**src/rtl/store_merge_unit.sv**
```systemverilog
// Store unit: narrows a register value to byte/half/word and writes it to word memory,
// using read-modify-write for sub-word sizes. Holds busy while a store is in flight.
module store_merge_unit #(
  parameter int ADDR_W = 32,
  parameter int DATA_W = 32
) (
  input  logic              Clk,
  input  logic              Reset,
  input  logic              start,
  input  logic [ADDR_W-1:0] addr,
  input  logic [DATA_W-1:0] wdata,
  input  logic [1:0]        size,
  output logic              busy,
  output logic              done,
  output logic              err,
  output logic [ADDR_W-1:0] mem_addr,
  output logic              mem_rd_en,
  input  logic [DATA_W-1:0] mem_rdata,
  output logic              mem_wr_en,
  output logic [DATA_W-1:0] mem_wdata
);

  // state | meaning
  // IDLE  | waiting for start; outputs quiet, mem_addr = 0
  // READ  | mem_rd_en high for the containing word
  // WAIT  | mem_rdata valid; merged word captured into mem_wdata
  // WRITE | mem_wr_en high for one cycle
  // DONE  | done pulse, err valid
  typedef enum logic [2:0] {
    IDLE  = 3'd0,
    READ  = 3'd1,
    WAIT  = 3'd2,
    WRITE = 3'd3,
    DONE  = 3'd4
  } state_t;

  state_t      state;
  logic [1:0]  size_q;
  logic [1:0]  lane_q;
  logic [15:0] wdata_lo;
  logic [DATA_W-1:0] merged;
  logic        misaligned;

  always_comb begin
    misaligned = 1'b0;
    case (size)
      2'b00:   misaligned = (addr[1:0] != 2'b00);
      2'b01:   misaligned = addr[0];
      2'b10:   misaligned = 1'b0;
      default: misaligned = 1'b1;
    endcase
  end

  // Little-endian lane merge over the word just read back.
  always_comb begin
    merged = mem_rdata;
    if (size_q == 2'b10) begin
      merged[{lane_q, 3'b000} +: 8] = wdata_lo[7:0];
    end else begin
      merged[{lane_q[1], 4'b0000} +: 16] = wdata_lo;
    end
  end

  always_ff @(posedge Clk) begin
    if (Reset) begin
      state     <= IDLE;
      size_q    <= '0;
      lane_q    <= '0;
      wdata_lo  <= '0;
      busy      <= 1'b0;
      done      <= 1'b0;
      err       <= 1'b0;
      mem_addr  <= '0;
      mem_rd_en <= 1'b0;
      mem_wr_en <= 1'b0;
      mem_wdata <= '0;
    end else begin
      case (state)
        IDLE: begin
          if (start) begin
            size_q   <= size;
            lane_q   <= addr[1:0];
            wdata_lo <= wdata[15:0];
            busy     <= 1'b1;
            if (misaligned) begin
              state <= DONE;
              done  <= 1'b1;
              err   <= 1'b1;
            end else begin
              mem_addr <= {addr[ADDR_W-1:2], 2'b00};
              if (size == 2'b00) begin
                state     <= WRITE;
                mem_wr_en <= 1'b1;
                mem_wdata <= wdata;
              end else begin
                state     <= READ;
                mem_rd_en <= 1'b1;
              end
            end
          end
        end
        READ: begin
          mem_rd_en <= 1'b0;
          state     <= WAIT;
        end
        WAIT: begin
          mem_wdata <= merged;
          mem_wr_en <= 1'b1;
          state     <= WRITE;
        end
        WRITE: begin
          mem_wr_en <= 1'b0;
          done      <= 1'b1;
          err       <= 1'b0;
          state     <= DONE;
        end
        DONE: begin
          done     <= 1'b0;
          err      <= 1'b0;
          busy     <= 1'b0;
          mem_addr <= '0;
          state    <= IDLE;
        end
        default: begin
          state     <= IDLE;
          busy      <= 1'b0;
          done      <= 1'b0;
          err       <= 1'b0;
          mem_rd_en <= 1'b0;
          mem_wr_en <= 1'b0;
          mem_addr  <= '0;
        end
      endcase
    end
  end

endmodule

```
**config.mk**
```make
export PLATFORM = sky130hd
export DESIGN_NAME = store_merge_unit
export DESIGN_NICKNAME = d
export VERILOG_FILES = /design/src/rtl/store_merge_unit.sv
export SDC_FILE = /design/constraint.sdc
export NUM_CORES = 1
export LEC_CHECK = 0
export ABC_AREA = 1
export CORE_MARGIN = 2
export CORE_UTILIZATION = 50
export CTS_CLUSTER_DIAMETER = 80
export DETAILED_ROUTE_END_ITERATION = 8
export HOLD_SLACK_MARGIN = 0.05
export PLACE_DENSITY_LB_ADDON = 0.12
export SYNTH_ARGS = -nofsm -noshare
export SYNTH_HDL_FRONTEND = slang
export SYNTH_SLANG_ARGS = --single-unit
```
**constraint.sdc**
```tcl
create_clock -name Clk -period 5.8 [get_ports Clk]
set_input_delay 1.16 -clock Clk [delete_from_list [all_inputs] [get_ports Clk]]
set_output_delay 1.16 -clock Clk [all_outputs]
set_load 0.05 [all_outputs]
```
==> flow_summary.ini <==
[yosys]
seq_area_frac_synth = 0.351
synth_top_area_cell = dfxtp_1
synth_top_area_frac = 0.351
yosys-top-cells-area = dfxtp_1, nand2_1, a21oi_1
async_flop_share = 0
ys.flop_type = dfxtp_1
syn_avg_cell_area_um2 = 5.85
syn_area_mm2 = 0.00513
synth_edf_count = 0
synth-seq-cells = 90
synth_cell_types = 24
synth_warnings = 0
netlist_instances = 877

[setup_path]
cp-startpoint = start
reg2reg_to = mem_wdata[16]
rrSetupSlack_ps = 3210
worstPathArrival_ps = 3350
startpoint_type = primary input
crit_path_end_kind = register
cp-endpoint = lane_q[0]
path_class = primary input to register
worstPathRequired_ps = 6020
r2r_start = state[2]
cp_max_fo = 31
reg2regPathDepth = 9

[floorplan]
die_x_um = 105
row_count = 36
die_area_mm2 = 0.0111
core_area_mm2 = 0.00986
start_util = 0.520
die_y_um = 105
ioPinCount = 170

[timing]
tightest_slew_ps = 1130
report.final.slew_viol_count = 0
fin_crit_sh = 0.539
fin_crit_ps = 3130
rsz0062_at_grt = false
setup_viol = 0
fmax_ghz = 0.320
finClkSkew_ps = 12.5
max_slew_margin = 0.246
hold_viol = 0
setup-tns-final_ps = 0

[grt]
grtUsageTotal = 0.256
grt_max_degree = 66
grt_first_pass_wirelength_um = 23300
gr-total-overflow = 0
antenna_found_initial = 0
grt_pass1_vias = 4925

[placement]
port_buffers = 167
place_hpwl_um = 9840
gp_congestion = 0.894
dpl_cell_area_mm2 = 0.00677

[pwr]
power_frac_seq = 0.369
p_leak_nw = 3.17
finalPower_mw = 2.02
power_frac_comb = 0.414
p_switching_mw = 0.834
ir_drop_v = 0.000185
netSwitchingFraction = 0.412
p_int_mw = 1.19
clockPowerShare = 0.216
p_per_area_mw_per_mm2 = 291

[cells_and_area]
antennaDiodeCount = 0
area_growth_syn_to_layout_pct = 35.6
nNetsFinal = 1119
fin_area_mm2 = 0.00696
drive_gt1_frac = 0.0344

[routing]
wl_per_cell_um = 12.4
viasPerCell = 4.80
ant_nets = 0
drc_errors = 0
first_pass_iters = 5
vias = 5529
wl_um = 14300
drt_iter0_drc = 367

[hold_path]
hold_start = mem_rd_en
hp-class = register to register

[cts]
cts_tree = built
root_buffer = clkbuf_8
clk_pin_slew_ps = 90
postCtsSetupRepairBufs = 0
clk-insertion-delay-late_ps = 360
cts_hold_buf = 0
cts_buffers = 9
cts_resized = 0
cts_max_path_buffers = 2
clkSinkCount = 90
htreeDepth = 3

[job]
drv_cap = 0

[run_status]
status = finished, final reports clean
==> metrics by stage <==
stage                     instances   util  setup WS (ps)  hold slack, ps
after floorplan                 878      -           3640             429
after global placement         1135  0.686           2490             433
after detailed placement       1135  0.686           2340             439
after CTS                      1151  0.705           2730             459
after global routing           1151  0.705           2460             481
final                          1151  0.705           2670             457
==> worst max-delay path: stages <==
cell,delay [ps]
clkdlybuf4s50_1,470
inv_1,70
nor2_1,560
inv_1,620
o21ai_0,400
a21oi_1,60
==> power groups by stage <==
stage	combinational (mW)	sequential (mW)	clock [mW]
after global routing	0.923	0.757	0.472
after floorplan	0.403	0.941	0
after CTS	0.840	0.747	0.444
final	0.838	0.748	0.438
after detailed placement	0.835	0.761	0
after global placement	0.831	0.759	0
==> synthesized netlist by cell type, types with 2 or more instances <==
cell	n
nand2_1	370
nor2_1	101
dfxtp_1	90
a21oi_1	83
inv_1	77
nand3_1	49
o21ai_0	30
clkbuf_1	23
buf_4	12
buf_2	10
clkinv_1	7
ha_1	5
nand2_2	4
inv_2	3
nor2_2	3
buf_6	2
==> flip-flops by register name, indices dropped and copies added, names as in the netlist <==
register / flops
mem_wdata: 32
mem_addr: 30
wdata_lo: 16
state: 3
lane_q: 2
size_q: 2
busy: 1
done: 1
err: 1
mem_rd_en: 1
mem_wr_en: 1
==> how the worst min path moves through the flow <==
stage,endpoint,slack [ps],depth (start not counted)
floorplan,size_q[0],430,2
global placement,done,430,2
detailed placement,done,440,2
CTS,mem_rd_en,460,2
global route,mem_addr[31],480,2
finish,mem_rd_en,460,2
==> cell usage in the layout (no fill, tap or decap) <==
master | Yosys | final
nand4_1 | 1 | 1
inv_6 | 0 | 1
clkdlybuf4s50_1 | 0 | 167
nor2_4 | 1 | 1
nand4_2 | 1 | 1
clkbuf_1 | 23 | 2
ha_1 | 5 | 5
conb_1 | 1 | 2
buf_4 | 12 | 5
clkinv_1 | 7 | 7
nand2_2 | 4 | 5
nor3_4 | 1 | 1
nor2_1 | 101 | 101
nand3_2 | 0 | 1
inv_1 | 77 | 77
nand2_1 | 370 | 369
o21ai_0 | 30 | 30
nor3_2 | 1 | 1
inv_2 | 3 | 3
nor2_2 | 3 | 3
a21oi_1 | 83 | 83
bufinv_16 | 0 | 1
clkinvlp_4 | 0 | 2
clkbuf_8 | 0 | 9
dfxtp_1 | 90 | 90
clkinv_4 | 0 | 1
nand3_1 | 49 | 48
o21ai_1 | 1 | 1
==> area by class of cell <==
class                      instances  area (µm²)
sequential                        90        1800
inverter                          87         327
clock inverter                     5        62.6
fill                             882        2910
multi-input combinational        653        2760
timing repair buffer             172        1710
clock buffer                      11         131
tap                              133         166
==> layer usage <==
layer / vias up / global-route usage / wire length (µm)
li1: 2952 / - / -
met1: 2345 / 0.343 / 6400
met2: 216 / 0.402 / 6430
met3: 16 / 0.0748 / 1240
met4: 0 / 0.0676 / 255
met5: - / 0 / 0
==> kinds of logic after synthesis <==
logic type	Yosys count	share of synthesized area
fa+ha+maj	5	0.0122
other cells	1	0.000731
flops	90	0.351
buf+inv	135	0.113
simple gates	532	0.412
compound gates	114	0.111
(Power assumes the default switching activity.)
